File: config.mk
export PLATFORM = sky130hd
export DESIGN_NAME = exec_unit_seq
export DESIGN_NICKNAME = d
export VERILOG_FILES = /design/src/rtl/exec_unit_seq.sv
export SDC_FILE = /design/constraint.sdc
export NUM_CORES = 1
export LEC_CHECK = 0
export CAP_MARGIN = 5
export CORE_MARGIN = 5
export CORE_UTILIZATION = 49
export DETAILED_ROUTE_END_ITERATION = 10
export GPL_TIMING_DRIVEN = 0
export PLACE_DENSITY = 0.76
export SLEW_MARGIN = 25
export SYNTH_ARGS = -nofsm -noshare
export SYNTH_HDL_FRONTEND = slang
export SYNTH_SLANG_ARGS = --single-unit
File: constraint.sdc
create_clock -name clk -period 1.8 [get_ports clk]
set_clock_uncertainty 0.05 [all_clocks]
set_input_delay 0.36 -clock clk [delete_from_list [all_inputs] [get_ports clk]]
set_output_delay 0.36 -clock clk [all_outputs]
set_load 0.01 [all_outputs]
File: src/rtl/exec_unit_seq.sv
// exec_unit_seq: handshaked execute unit, single-cycle logic ops, iterative shifts/rotates, sticky trap
module exec_unit_seq #(
    parameter int WIDTH   = 20,
    parameter int SHAMT_W = 5,
    parameter int OPC_W   = 5
) (
    input  logic             clk,
    input  logic             rst,
    input  logic             in_valid,
    output logic             in_ready,
    input  logic [OPC_W-1:0] opcode,
    input  logic [WIDTH-1:0] a,
    input  logic [WIDTH-1:0] b,
    output logic             out_valid,
    input  logic             out_ready,
    output logic [WIDTH-1:0] w,
    output logic             illegal,
    output logic             trap
);
    localparam int CNT_W = SHAMT_W + 1;
    localparam logic [OPC_W-1:0] OP_TRAP  = OPC_W'(0);
    localparam logic [OPC_W-1:0] OP_NOP   = OPC_W'(1);
    localparam logic [OPC_W-1:0] OP_NOT   = OPC_W'(8);
    localparam logic [OPC_W-1:0] OP_AND   = OPC_W'(9);
    localparam logic [OPC_W-1:0] OP_OR    = OPC_W'(10);
    localparam logic [OPC_W-1:0] OP_XOR   = OPC_W'(11);
    localparam logic [OPC_W-1:0] OP_SHFTR = OPC_W'(12);
    localparam logic [OPC_W-1:0] OP_SHFTL = OPC_W'(13);
    localparam logic [OPC_W-1:0] OP_ROTR  = OPC_W'(14);

    typedef enum logic [1:0] {IDLE, SHIFT, TRAPPED} state_t;

    state_t             r_state, w_state_nx;
    logic [WIDTH-1:0]   r_acc, r_w, w_step, w_logic, w_load_val;
    logic [CNT_W-1:0]   r_cnt, w_amt, w_n;
    logic [OPC_W-1:0]   r_op;
    logic               r_ov, r_ill, r_trap;
    logic               w_accept, w_drain, w_is_logic, w_is_shift, w_legal, w_load, w_load_ill, w_shift_done;

    assign in_ready  = (r_state == IDLE) & (~r_ov | out_ready);
    assign out_valid = r_ov;
    assign w         = r_w;
    assign illegal   = r_ill;
    assign trap      = r_trap;

    always_comb begin
        w_accept     = in_valid & in_ready;
        w_drain      = r_ov & out_ready;
        w_is_logic   = opcode >= OP_NOT && opcode <= OP_XOR;
        w_is_shift   = opcode >= OP_SHFTR && opcode <= OP_ROTR;
        w_legal      = w_is_logic | w_is_shift | opcode == OP_TRAP | opcode == OP_NOP;
        w_amt        = {1'b0, b[SHAMT_W-1:0]};
        // rotate keeps the raw amount so the iteration naturally wraps modulo WIDTH
        w_n          = (opcode == OP_ROTR || w_amt < CNT_W'(WIDTH)) ? w_amt : CNT_W'(WIDTH);
        w_logic      = opcode == OP_NOT ? ~a : opcode == OP_AND ? a & b : opcode == OP_OR ? a | b : a ^ b;
        w_step       = r_op == OP_SHFTR ? r_acc >> 1 : r_op == OP_SHFTL ? r_acc << 1 : {r_acc[0], r_acc[WIDTH-1:1]};
        w_shift_done = r_state == SHIFT && r_cnt == CNT_W'(1);
        w_load       = w_shift_done | (w_accept & opcode != OP_TRAP & opcode != OP_NOP & (~w_is_shift | w_n == '0));
        w_load_val   = w_shift_done ? w_step : w_is_shift ? a : w_is_logic ? w_logic : '0;
        w_load_ill   = ~w_shift_done & ~w_legal;
    end

    always_comb begin
        w_state_nx = r_state;
        case (r_state)
            IDLE:    w_state_nx = !w_accept ? IDLE : opcode == OP_TRAP ? TRAPPED :
                                  (w_is_shift && w_n != '0) ? SHIFT : IDLE;
            SHIFT:   w_state_nx = w_shift_done ? IDLE : SHIFT;
            default: w_state_nx = TRAPPED;
        endcase
    end

    always_ff @(posedge clk) begin
        if (rst) r_state <= IDLE;
        else     r_state <= w_state_nx;
    end

    always_ff @(posedge clk) begin
        if (rst) begin
            r_w    <= '0;
            r_ill  <= 1'b0;
            r_ov   <= 1'b0;
            r_acc  <= '0;
            r_cnt  <= '0;
            r_op   <= '0;
            r_trap <= 1'b0;
        end else begin
            if (w_load) begin
                r_w   <= w_load_val;
                r_ill <= w_load_ill;
                r_ov  <= 1'b1;
            end else if (w_drain) begin
                r_ov  <= 1'b0;
            end
            if (w_accept && w_is_shift) begin
                r_acc <= a;
                r_op  <= opcode;
                r_cnt <= w_n;
            end else if (r_state == SHIFT) begin
                r_acc <= w_step;
                r_cnt <= r_cnt - CNT_W'(1);
            end
            if (w_accept && opcode == OP_TRAP) r_trap <= 1'b1;
        end
    end
endmodule

======== After elaboration in Yosys (flattened, before gate mapping) ========
Cells that the tools add are included.
word-level totals
  input port bits ......................... 49
  register bits ........................... 56
cells by class
  magnitude comparators ................... 5
  reductions and logical operators ........ 14
  bitwise logic cells ..................... 21
  add/sub/neg operators ................... 1
  muxes and demuxes ....................... 20
  eq/ne operators ......................... 10
operator list
  operator               count
  $mux W20               10
  $eq A5 B4 Y1 const B   6
  $and A20 B20 Y20       1
  $not A20 Y20           1
  $or A20 B20 Y20        1
  $xor A20 B20 Y20       1
  $mux W6                2
  $ge A5 B4 Y1 const B   2
  $le A5 B4 Y1 const B   2
  $and A1 B1 Y1          7
  $eq A6 B1 Y1 const B   1
  $logic_and A1 B1 Y1    6
  $logic_not A6 Y1       1
  $or A1 B1 Y1           6
  $reduce_bool A6 Y1     1
  $sub A6 B1 Y6 const B  1
  $eq A5 B1 Y1 const B   1
  $logic_not A5 Y1       1
  $lt A5 B5 Y1 const B   1
  $mux W5                1
  $ne A5 B1 Y1 const B   1
  $reduce_bool A5 Y1     1
  $mux W1                4
  $mux W2                2
  6 further kinds        10

======== Logic depth before layout (Yosys ltp) ========
Gate-level depths: netlist of the first run.
  depth in word-level cells ............... 9
  mapped depth ............................ 8
  depth with buffers taken out ............ 7

======== Worst setup path before layout of the first run ========
Ideal clock, no wire load.
  path kind ............................... register to register
  start ................................... reg r_cnt[1]
  end ..................................... reg r_w[15] (netlist: w[15])
  data arrival time ....................... 1.807 ns
  path slack .............................. -0.157 ns
  clock period less this slack ............ 1.957 ns
  stages on the path, launching flop included .. 9
  setup time .............................. 0.101 ns
  cells stage by stage .................... dfxtp_1 -> inv_1 -> ha_1 -> or4b_4 -> or3_4 -> buf_6 -> o221ai_1 -> a21oi_1 -> o41ai_1
between the ends
  longest elaborated chain between the ends .. 3
  elaborated cells between the ends (all ways) .. 4
ends and longest elaborated chain
  what                                             line    RTL
  start, declared                                  35      logic [CNT_W-1:0] r_cnt, w_amt, w_n;
  start signal, assigned                           98      r_cnt <= w_n;
  start signal, assigned                           101     r_cnt <= r_cnt - CNT_W'(1);
  $eq A6 B1 Y1 *                                   57      w_shift_done = r_state == SHIFT && r_cnt == CNT_W'(1);
  $logic_and A1 B1 Y1 *                            57
  $mux W20 / $or A1 B1 Y1 (equally long branches)  59, 58
  end signal, assigned                             89      r_w <= w_load_val;
  end, declared                                    34      logic [WIDTH-1:0] r_acc, r_w, w_step, w_logic, w_load_val;
Every way passes the cells marked *; elsewhere a longest branch is shown, timed or not.
A chain may end at the register's enable or synchronous reset.

======== Worst setup path after layout of the first run ========
  start ................................... reg r_cnt[1]
  end ..................................... reg r_w[14] (netlist: w[14])
The elaborated chain is that of the path after synthesis.

==> results of run 1 <==
[sequential cells by signal, indices dropped and copies added, names as in the netlist]
name       cells
illegal        1
out_valid      1
r_state        2
r_cnt          6
r_acc         20
r_op           5
trap           1
w             20
[layer usage]
layer	share of wire [%]	wire, microns	vias up
met5	0	0	-
met4	4.1	597	0
met3	8.4	1230	54
met2	49	7126	222
met1	39	5623	2104
li1	-	-	1922
[metrics by stage]
| step | hold slack, ns | std cells | instance area (sq um) | setup TNS, ns |
|---|---|---|---|---|
| 5_1_grt | 0.3014 | 679 | 6057 | -4.405 |
| 4_1_cts | 0.2598 | 667 | 5628 | -3.236 |
| 3_5_place_dp | 0.4101 | 633 | 5025 | -49.82 |
| 2_1_floorplan | 0.3821 | 459 | 4203 | -1.698 |
| 3_3_place_gp | 0.3916 | 633 | 5025 | -46.46 |
| 6_report | 0.2696 | 679 | 6057 | -3.254 |
[what timing repair did]
item	CTS	global route
endpoints found under the setup margin	54	49
gates resized for setup	102	94
pin swaps	18	23
hold buffers	0	0
cloned	1	2
buffers inserted	27	10
[synth_stat cells (all sizes together)]
master and instances:
or3b 1, nor2b 2, or4 3, o22ai 5
mux4 14, o41ai 5, o211ai 1, a31oi 2
nor2 18, a21oi 44, a221oi 14, nand3 2
and3b 1, a211oi 3, clkbuf 15, buf 18
or4b 3, o221ai 5, and2 7, and3 1
mux2i 24, nand2b 3, and4bb 1, o21ai 3
nand2 33, nor3 21, a311oi 1, o22a 1
nand4b 5, xor2 1, ha 42, nand3b 1
a21o 1, o2111ai 1, or3 2, a2111oi 14
xnor2 2, a22oi 2, nor3b 2, inv 57
o21a 1, dfxtp 56, a2bb2oi 19, o211a 2
[path summary, 6_finish.rpt]
| check | slack, ns | cells past startpoint | end | start |
|---|---|---|---|---|
| setup reg to reg | -0.25 | 8 | w[14]$_SDFFE_PP0P_ | r_cnt[1]$_SDFFE_PP0P_ |
| setup / recovery | -0.25 | 8 | w[14]$_SDFFE_PP0P_ | r_cnt[1]$_SDFFE_PP0P_ |
| hold reg to reg | 0.43 | 2 | r_acc[10]$_SDFFE_PP0P_ | r_acc[10]$_SDFFE_PP0P_ |
| hold / removal | 0.27 | 3 | r_cnt[1]$_SDFFE_PP0P_ | b[1] |
[where the power goes]
part | switching [W] | internal (W) | leakage, nW
logic | 0.000511 | 0.000523 | 2.06
registers | 0.0000566 | 0.00130 | 0.457
clock network | 0.000441 | 0.000492 | 0.0645
total | 0.00101 | 0.00231 | 2.58
[layout make-up]
| cell class | instances | area (sq um) | share of cell area, % |
|---|---|---|---|
| well taps | 105 | 131.4 | 2.169 |
| plain buffers | 31 | 254.0 | 4.193 |
| repair buffers | 109 | 1094 | 18.05 |
| flip-flops and latches | 56 | 1124 | 18.55 |
| clock inverters | 1 | 30.03 | 0.4958 |
| clock buffers | 7 | 96.34 | 1.591 |
| inverters | 57 | 214.0 | 3.532 |
| multi-input cells | 313 | 3114 | 51.42 |
[logic make-up after synthesis]
family,Yosys count,synth area share [%]
compound gates,124,22.32
simple gates,106,14.39
buf+inv,90,9.434
flops,56,27.09
fa+ha+maj,42,12.70
mux,38,13.43
xor+xnor,3,0.6351
[critical path, stage by stage (launching register included)]
cell	delay [ns]
dfxtp_2	0.34
inv_2	0.07
ha_4	0.11
or4b_4	0.48
or3_4	0.38
buf_4	0.15
o221ai_2	0.05
a21oi_2	0.05
o41ai_2	0.26
==> implementation parameters, run 1 <==
Parameter                              Value

Global routing
  Layer carrying the most global-route usage ... met2
  Met2 track demand over resource in global routing ... 45.67%
  Total global routing overflow ... 0
  Global Route met1 Usage ... 31.66%
  Overall routing resource usage ... 25.94%
  Largest net degree at the start of global routing ... 17
  First-pass GRT wire length ... 21,250 microns
  Via count of the first global-routing pass ... 4,310
  Met3 layer usage reported by global route ... 4.027%
  Antenna violations before repair ... 0

STA
  Final worst setup slack ... -0.2545 ns
  Tcrit/Tclk final ... 114.1%
  Fin. max-slew vios ... 0
  Pin slew with the least headroom to its limit ... 0.7928 ns
  Fin. Hold Viols ... 0
  Maximum clock frequency ... 486.7 MHz
  RSZ-0062 raised after global routing ... true
  Relative slew margins ... 47.15%
  Final number of setup-violating endpoints ... 22
  Min Tclk post-route ... 2.055 ns

Cells and area
  Count of nets after finishing ... 664
  Core Util, Final ... 73.72%
  Commonest non-fill, non-tap cell in the layout ... inv_1
  Count of inserted antenna diode cells ... 0
  Commonest cells after routing, fill and taps aside ... inv_1 (56), dfxtp_1 (54), clkdlybuf4s50_1 (44), ha_1 (41), a21oi_1 (32)
  Fraction of layout instances using a drive strength above 1 ... 32.58%
  FILL cells ... 544
  Layout-stage area growth over the synthesis result ... 46.39%

Power
  Cell area power density ... 548.6 nW/um^2
  Total power consumption of the routed design ... 0.003323 W
  Reported leakage power ... 2.579 nW
  Peak supply drop ... 0.2975 mV

Detailed routing
  Number of violations reported at the end of detailed-routing iteration 0 ... 316
  Vias ... 4,302
  Post-Route WL ... 14,580 microns
  Antenna Violating Nets Remaining ... 0
  Post-detailed-route via-to-cell ratio ... 6.336
  Detailed-router iteration count before antenna repair ... 5
  Number of remaining DRC errors ... 0
  Per-cell routed wire length ... 21.47 microns

Die
  Die extent in y ... 101.9 microns
  Placement row count ... 33
  Ports ... 73
  Initial standard-cell utilization of the core ... 50.36%
  Die X-Extent ... 101.9 microns
  Core region area ... 8217 sq um
  DIE AREA ... 10,380 sq um

Synthesis
  Count of warnings emitted by yosys ... 0
  Sequential share of the synthesized area ... 27.09%
  Cell area after synthesis ... 4138 sq um
  Library cells used by synthesis ... 59
  Synth area leaders ... dfxtp_1 (27%), ha_1 (13%), mux4_2 (7.6%), mux2i_1 (5.8%), a21oi_1 (5.2%)
  Cells after synthesis ... 459
  Per-instance average area after synthesis ... 9.015 sq um
  Synth area leader ... dfxtp_1
  Net count of the mapped netlist ... 550
  Top cell type's share of synthesized area ... 27.09%
  Flip-flop and latch count after synthesis ... 56

CTS
  CTS clock-pin slew for the worst setup and hold paths ... 0.11 ns
  Sinks on the clock net ... 56
  Root Buffer Master ... clkbuf_8
  Max Root-Sink Buffers ... 2
  CTS tree ... built
  Insertion delay to the later sink of the worst-skew pair ... 0.32 ns
  CTS H-tree depth ... 2
  TritonCTS buffer count ... 5

Place
  Dpl ws ... -1.149 ns
  Estimated wirelength of the detail-placed design ... 9166 microns
  Buffers on Ports ... 69
  GP Congestion ... 0.9160

Critical path
  Startpoint class of the critical path ... register
  Largest fanout on the critical path ... 3
  Endpoint type of the worst setup path ... register
  Kind of critical path ... reg -> reg
  Worst endpoint data arrival time ... 2.24 ns
  CP Data Required Time ... 1.98 ns

Status
  Failing checks ... setup timing
  Run status ... complete, but fails checks

Hold path
  Path category of the worst min-delay check ... in -> reg

Flow run
  Max_cap viols ... 0
(Power assumes the default switching activity.)
==> run 2, diff against run 1 <==
CORE_ASPECT_RATIO = 1.25   (was not set)
==> run 2 against run 1 <==
The run still ends with setup timing left; final area is 2.9% lower; worst hold slack better by 0.028 ns; register-to-register slack hardly changed; utilization is 2.3 points lower; clock-buffer cell count is 2 lower; highest routed layer unchanged.
==> implementation parameters, run 2 (same netlist as run 1, synthesis figures left out) <==
Parameter                              Value

Status
  Run status ... complete, but fails checks
  Failing checks ... setup timing

Detailed routing
  Number of violations reported at the end of detailed-routing iteration 0 ... 362
  Post-Route WL ... 14,050 microns
  Post-detailed-route via-to-cell ratio ... 6.410
  Number of remaining DRC errors ... 0
  Antenna Violating Nets Remaining ... 0
  Vias ... 4,295
  Detailed-router iteration count before antenna repair ... 6
  Per-cell routed wire length ... 20.97 microns

Critical path
  Worst reg-to-reg path cell count ... 8
  Crit-path max cell delay ... 0.49 ns
  Launching element of the worst setup path ... r_cnt[1]$_SDFFE_PP0P_
  Setup slack on the worst flop-to-flop path ... -0.24 ns
  Kind of critical path ... reg -> reg
  Reg2reg start ... r_cnt[1]$_SDFFE_PP0P_
  Reg2Reg Capture Point ... w[17]$_SDFFE_PP0P_
  Timing endpoint of the critical path ... w[17]$_SDFFE_PP0P_
  Endpoint type of the worst setup path ... register
  Cell breakdown of the critical path ... inv_2 -> ha_4 -> or4b_4 -> or3_4 -> buf_6 -> o221ai_2 -> a21oi_2 -> o41ai_1
  Worst path slowest cell ... or4b_4
  CP Data Required Time ... 1.97 ns
  Worst endpoint data arrival time ... 2.21 ns
  Largest fanout on the critical path ... 7
  Startpoint class of the critical path ... register

Flow run
  Max_cap viols ... 0

Die
  Die X-Extent ... 92.19 microns
  Initial standard-cell utilization of the core ... 50.21%
  Die extent in y ... 112.7 microns
  Placement row count ... 37
  Core region area ... 8240 sq um
  Ports ... 73
  DIE AREA ... 10,390 sq um

Global routing
  Largest net degree at the start of global routing ... 19
  First-pass GRT wire length ... 21,390 microns
  Via count of the first global-routing pass ... 4,372
  Overall routing resource usage ... 25.55%
  Total global routing overflow ... 0
  Antenna violations before repair ... 0

CTS
  Max Root-Sink Buffers ... 2
  TritonCTS buffer count ... 5
  CTS clock-pin slew for the worst setup and hold paths ... 0.11 ns
  CTS tree ... built
  Sinks on the clock net ... 56
  Insertion delay to the later sink of the worst-skew pair ... 0.32 ns
  Hold-fix buffer count after cts ... 0
  Root Buffer Master ... clkbuf_8
  CTS H-tree depth ... 2

Cells and area
  Commonest non-fill, non-tap cell in the layout ... inv_1
  Non-Filler Instances ... 670
  Layout-stage area growth over the synthesis result ... 42.18%
  Fraction of layout instances using a drive strength above 1 ... 29.14%
  Count of nets after finishing ... 663
  Count of inserted antenna diode cells ... 0
  Commonest cells after routing, fill and taps aside ... inv_1 (56), dfxtp_1 (51), clkdlybuf4s50_1 (45), ha_1 (41), a21oi_1 (37)

Place
  Buffers on Ports ... 69
  GP Congestion ... 0.8589
  Count of placed standard cells including taps ... 625
  Estimated wirelength of the detail-placed design ... 8996 microns
  Dpl ws ... -1.115 ns

STA
  Post-Route Hold Slack ... 0.2976 ns
  Maximum clock frequency ... 489.0 MHz
  Relative slew margins ... 44.58%
  RSZ-0062 raised after global routing ... true
  Post-route setup TNS ... -3.325 ns
  Final worst setup slack ... -0.2450 ns
  Fin. max-slew vios ... 0
  Fin. Hold Viols ... 0
  Pin slew with the least headroom to its limit ... 0.8313 ns
  Final number of setup-violating endpoints ... 23
  Min Tclk post-route ... 2.045 ns
  Tcrit/Tclk final ... 113.6%

Power
  Switching power as a share of total power ... 32.32%
  Share of total power in combinational logic ... 32.3%
  Internal cell power ... 0.002090 W
  Sequential power share ... 43.7%
  Clock Power Share ... 24.0%
  Reported leakage power ... 2.519 nW
  Sw Pwr ... 0.0009980 W
  Peak supply drop ... 0.4174 mV
  Cell area power density ... 524.8 nW/um^2

Hold path
  Path category of the worst min-delay check ... in -> reg
==> run 2: power by group through the flow <==
stage,combinational [W],clock (W),sequential (W)
after floorplan,0.000427,0,0.00138
after global routing,0.00107,0.000772,0.00136
after CTS,0.000928,0.000730,0.00134
final,0.000998,0.000741,0.00135
after global placement,0.000760,0,0.00137
after detailed placement,0.000787,0,0.00137
==> run 2: through the flow <==
step                      utilization [%]  area, sq um  power, W
after CTS                           68.11         5613  0.003002
after global routing                71.39         5883  0.003196
after floorplan                         -         4203  0.001807
after detailed placement            60.86         5015  0.002155
final                               71.39         5883  0.003088
after global placement              60.86         5015  0.002126
==> run 2: cell type report <==
class / count / area (sq um)
Clock inverter: 3 / 22.52
Clock buffer: 5 / 68.82
Fill cell: 577 / 2357
Multi-Input combinational cell: 313 / 3017
Inverter: 57 / 214.0
Sequential cell: 56 / 1127
Buffer: 32 / 230.2
Timing Repair Buffer: 107 / 1082
Tap cell: 97 / 121.4
==> run 2: critical path, delay by kind of cell, from the launching register on <==
kind            cells  cell delay [ns]
buf+inv             2             0.23
simple gates        2             0.86
fa+ha+maj           1             0.12
compound gates      3             0.34
flops               1             0.35
==> run 2: worst min path at each step <==
| stage | startpoint | endpoint | slack, ns | cells after the start |
|---|---|---|---|---|
| final | b[1] | r_cnt[1]$_SDFFE_PP0P_ | 0.30 | 3 |
| after floorplan | r_op[2]$_SDFFE_PP0P_ | r_op[2]$_SDFFE_PP0P_ | 0.38 | 2 |
| after global routing | b[1] | r_cnt[1]$_SDFFE_PP0P_ | 0.31 | 3 |
| after global placement | r_op[3]$_SDFFE_PP0P_ | r_op[3]$_SDFFE_PP0P_ | 0.39 | 2 |
| after CTS | b[1] | r_cnt[1]$_SDFFE_PP0P_ | 0.29 | 3 |
| after detailed placement | r_op[3]$_SDFFE_PP0P_ | r_op[3]$_SDFFE_PP0P_ | 0.40 | 2 |
==> run 2: layer usage <==
metal	track usage (%)	share of wire, %	routed length, microns	vias up
met1	28.65	38	5313	2067
li1	-	-	-	1914
met2	45.32	51	7123	245
met3	5.319	6.9	969	69
met4	13.28	4.6	645	0
met5	0	0	0	-
==> run 2: repair_timing <==
action,in CTS,in global routing
gates resized for setup,99,54
hold endpoints to repair,0,0
pin swaps,28,17
setup buffers,27,7
gates cloned,3,1
setup endpoints to repair,54,47
==> run 3, diff against run 2 <==
CORE_ASPECT_RATIO = 1.4   (was 1.25)
REMOVE_ABC_BUFFERS = 1   (was not set)
SETUP_SLACK_MARGIN = 0.5   (was not set)
==> run 3 against run 2 <==
The run still ends with setup timing left; maximum frequency down 8.7%; critical path depth increased by 2; clock power is 38% higher; combinational power grew 27%; global-route usage increased by 7.7 points; total power is 19% higher; via count grew 18%; worst hold slack better by 0.016 ns.
==> implementation parameters, run 3 (same netlist as run 1, synthesis figures left out) <==
Parameter                              Value

Flow run
  Max_cap viols ... 0

Detailed routing
  Detailed-router iteration count before antenna repair ... 6
  Vias ... 5,075
  Antenna Violating Nets Remaining ... 0
  Post-Route WL ... 20,780 microns
  Per-cell routed wire length ... 29.30 microns
  Number of violations reported at the end of detailed-routing iteration 0 ... 536
  Post-detailed-route via-to-cell ratio ... 7.158
  Number of remaining DRC errors ... 0

Cells and area
  Commonest non-fill, non-tap cell in the layout ... inv_1
  Count of inserted antenna diode cells ... 0
  Count of nets after finishing ... 698
  Commonest cells after routing, fill and taps aside ... inv_1 (55), buf_4 (44), ha_1 (40), buf_6 (40), dfxtp_1 (35)
  Fraction of layout instances using a drive strength above 1 ... 58.15%
  Layout-stage area growth over the synthesis result ... 75.33%
  Non-Filler Instances ... 709
  FILL cells ... 302
  Core Util, Final ... 88.49%
  Final design area excluding fillers ... 7254 sq um

STA
  Tcrit/Tclk final ... 124.4%
  Final worst setup slack ... -0.4386 ns
  Post-Route Hold Slack ... 0.3137 ns
  Post-route setup TNS ... -6.598 ns
  RSZ-0062 raised after global routing ... true
  Fin. Hold Viols ... 0
  Relative slew margins ... 51.10%
  Fin. max-slew vios ... 0
  Maximum clock frequency ... 446.7 MHz
  Pin slew with the least headroom to its limit ... 0.7334 ns
  Min Tclk post-route ... 2.239 ns
  Final number of setup-violating endpoints ... 24

Power
  Cell area power density ... 505.2 nW/um^2
  Reported leakage power ... 2.947 nW
  Peak supply drop ... 0.9582 mV

Die
  Core region area ... 8198 sq um
  Ports ... 73
  DIE AREA ... 10,410 sq um
  Die extent in y ... 118.7 microns
  Initial standard-cell utilization of the core ... 50.47%
  Placement row count ... 39
  Die X-Extent ... 87.67 microns

Global routing
  Overall routing resource usage ... 33.23%
  Largest net degree at the start of global routing ... 43
  First-pass GRT wire length ... 26,960 microns
  Total global routing overflow ... 0
  Antenna violations before repair ... 1
  Via count of the first global-routing pass ... 4,976

CTS
  CTS H-tree depth ... 2
  Sinks on the clock net ... 56
  CTS clock-pin slew for the worst setup and hold paths ... 0.07 ns
  TritonCTS buffer count ... 5
  CTS tree ... built
  Root Buffer Master ... clkbuf_16
  Max Root-Sink Buffers ... 2
  Insertion delay to the later sink of the worst-skew pair ... 0.31 ns

Critical path
  Reg2Reg Capture Point ... w[8]$_SDFFE_PP0P_
  Worst endpoint data arrival time ... 2.37 ns
  Startpoint class of the critical path ... register
  Reg2reg start ... r_cnt[1]$_SDFFE_PP0P_
  Worst reg-to-reg path cell count ... 10
  Setup slack on the worst flop-to-flop path ... -0.44 ns
  Endpoint type of the worst setup path ... register
  CP Data Required Time ... 1.93 ns
  Largest fanout on the critical path ... 5
  Kind of critical path ... reg -> reg

Hold path
  Worst hold path endpoint ... r_cnt[1]$_SDFFE_PP0P_
  Path category of the worst min-delay check ... in -> reg
  Start point of the worst hold path ... b[1]
  Number of cells on the worst hold path ... 3

Status
  Run status ... complete, but fails checks
  Failing checks ... setup timing

Place
  GP Congestion ... 0.8475
  Placed instance area ... 4882 sq um
  Buffers on Ports ... 72
  Estimated wirelength of the detail-placed design ... 7694 microns
  Count of placed standard cells including taps ... 604
[run 3: layout make-up]
class | instances | area [sq um] | share of cell area, %
clock inverter | 2 | 12.51 | 0.1725
clock buffer | 5 | 125.1 | 1.725
inverter | 57 | 217.7 | 3.001
timing repair buffer | 168 | 1760 | 24.27
tap | 102 | 127.6 | 1.759
multi-input combinational | 319 | 3859 | 53.19
sequential | 56 | 1152 | 15.88
[run 3: timing repair]
action / 4_1_cts / 5_1_grt
setup buffers: 64 / 21
pin swaps: 62 / 45
gates resized for setup: 268 / 181
cloned: 12 / 1
setup endpoints to repair: 80 / 78
hold buffers: 0 / 0
[run 3: layer usage]
metal,global-route usage [%],vias to the layer above,share of wire [%]
li1,-,1997,-
met4,20.44,2,7.7
met2,52.92,509,47
met5,0,-,0.034
met3,6.889,187,11
met1,40.19,2380,35
[run 3: worst max-delay path by stage]
stage / from / to / slack, ns / depth (start not counted)
global placement: opcode[1] / r_cnt[0]$_SDFFE_PP0P_ / -2.76 / 4
detailed placement: opcode[2] / r_cnt[2]$_SDFFE_PP0P_ / -2.10 / 6
CTS: r_cnt[1]$_SDFFE_PP0P_ / w[8]$_SDFFE_PP0P_ / -0.29 / 8
floorplan: r_cnt[1]$_SDFFE_PP0P_ / w[14]$_SDFFE_PP0P_ / -0.51 / 6
global route: r_cnt[1]$_SDFFE_PP0P_ / w[8]$_SDFFE_PP0P_ / -0.54 / 10
finish: r_cnt[1]$_SDFFE_PP0P_ / w[8]$_SDFFE_PP0P_ / -0.44 / 10
[run 3: where the power goes]
part	internal [W]	switching, W
logic	0.000610	0.000664
registers	0.00130	0.0000703
clock network	0.000509	0.000509
[run 3: through the flow]
step | power [W] | worst slack [ns]
CTS | 0.003307 | -0.2891
global placement | 0.002076 | -2.763
detailed placement | 0.002118 | -2.101
floorplan | 0.001730 | -0.5115
global route | 0.003745 | -0.5442
finish | 0.003665 | -0.4386
[run 3: worst max-delay path: stages (launching register included)]
cell and delay, ns:
dfxtp_2 0.33, inv_2 0.07, ha_4 0.12, or4b_4 0.48, nor3_4 0.25, buf_6 0.15
buf_6 0.12, buf_16 0.12, buf_6 0.09, nor3_2 0.03, a2111oi_2 0.28
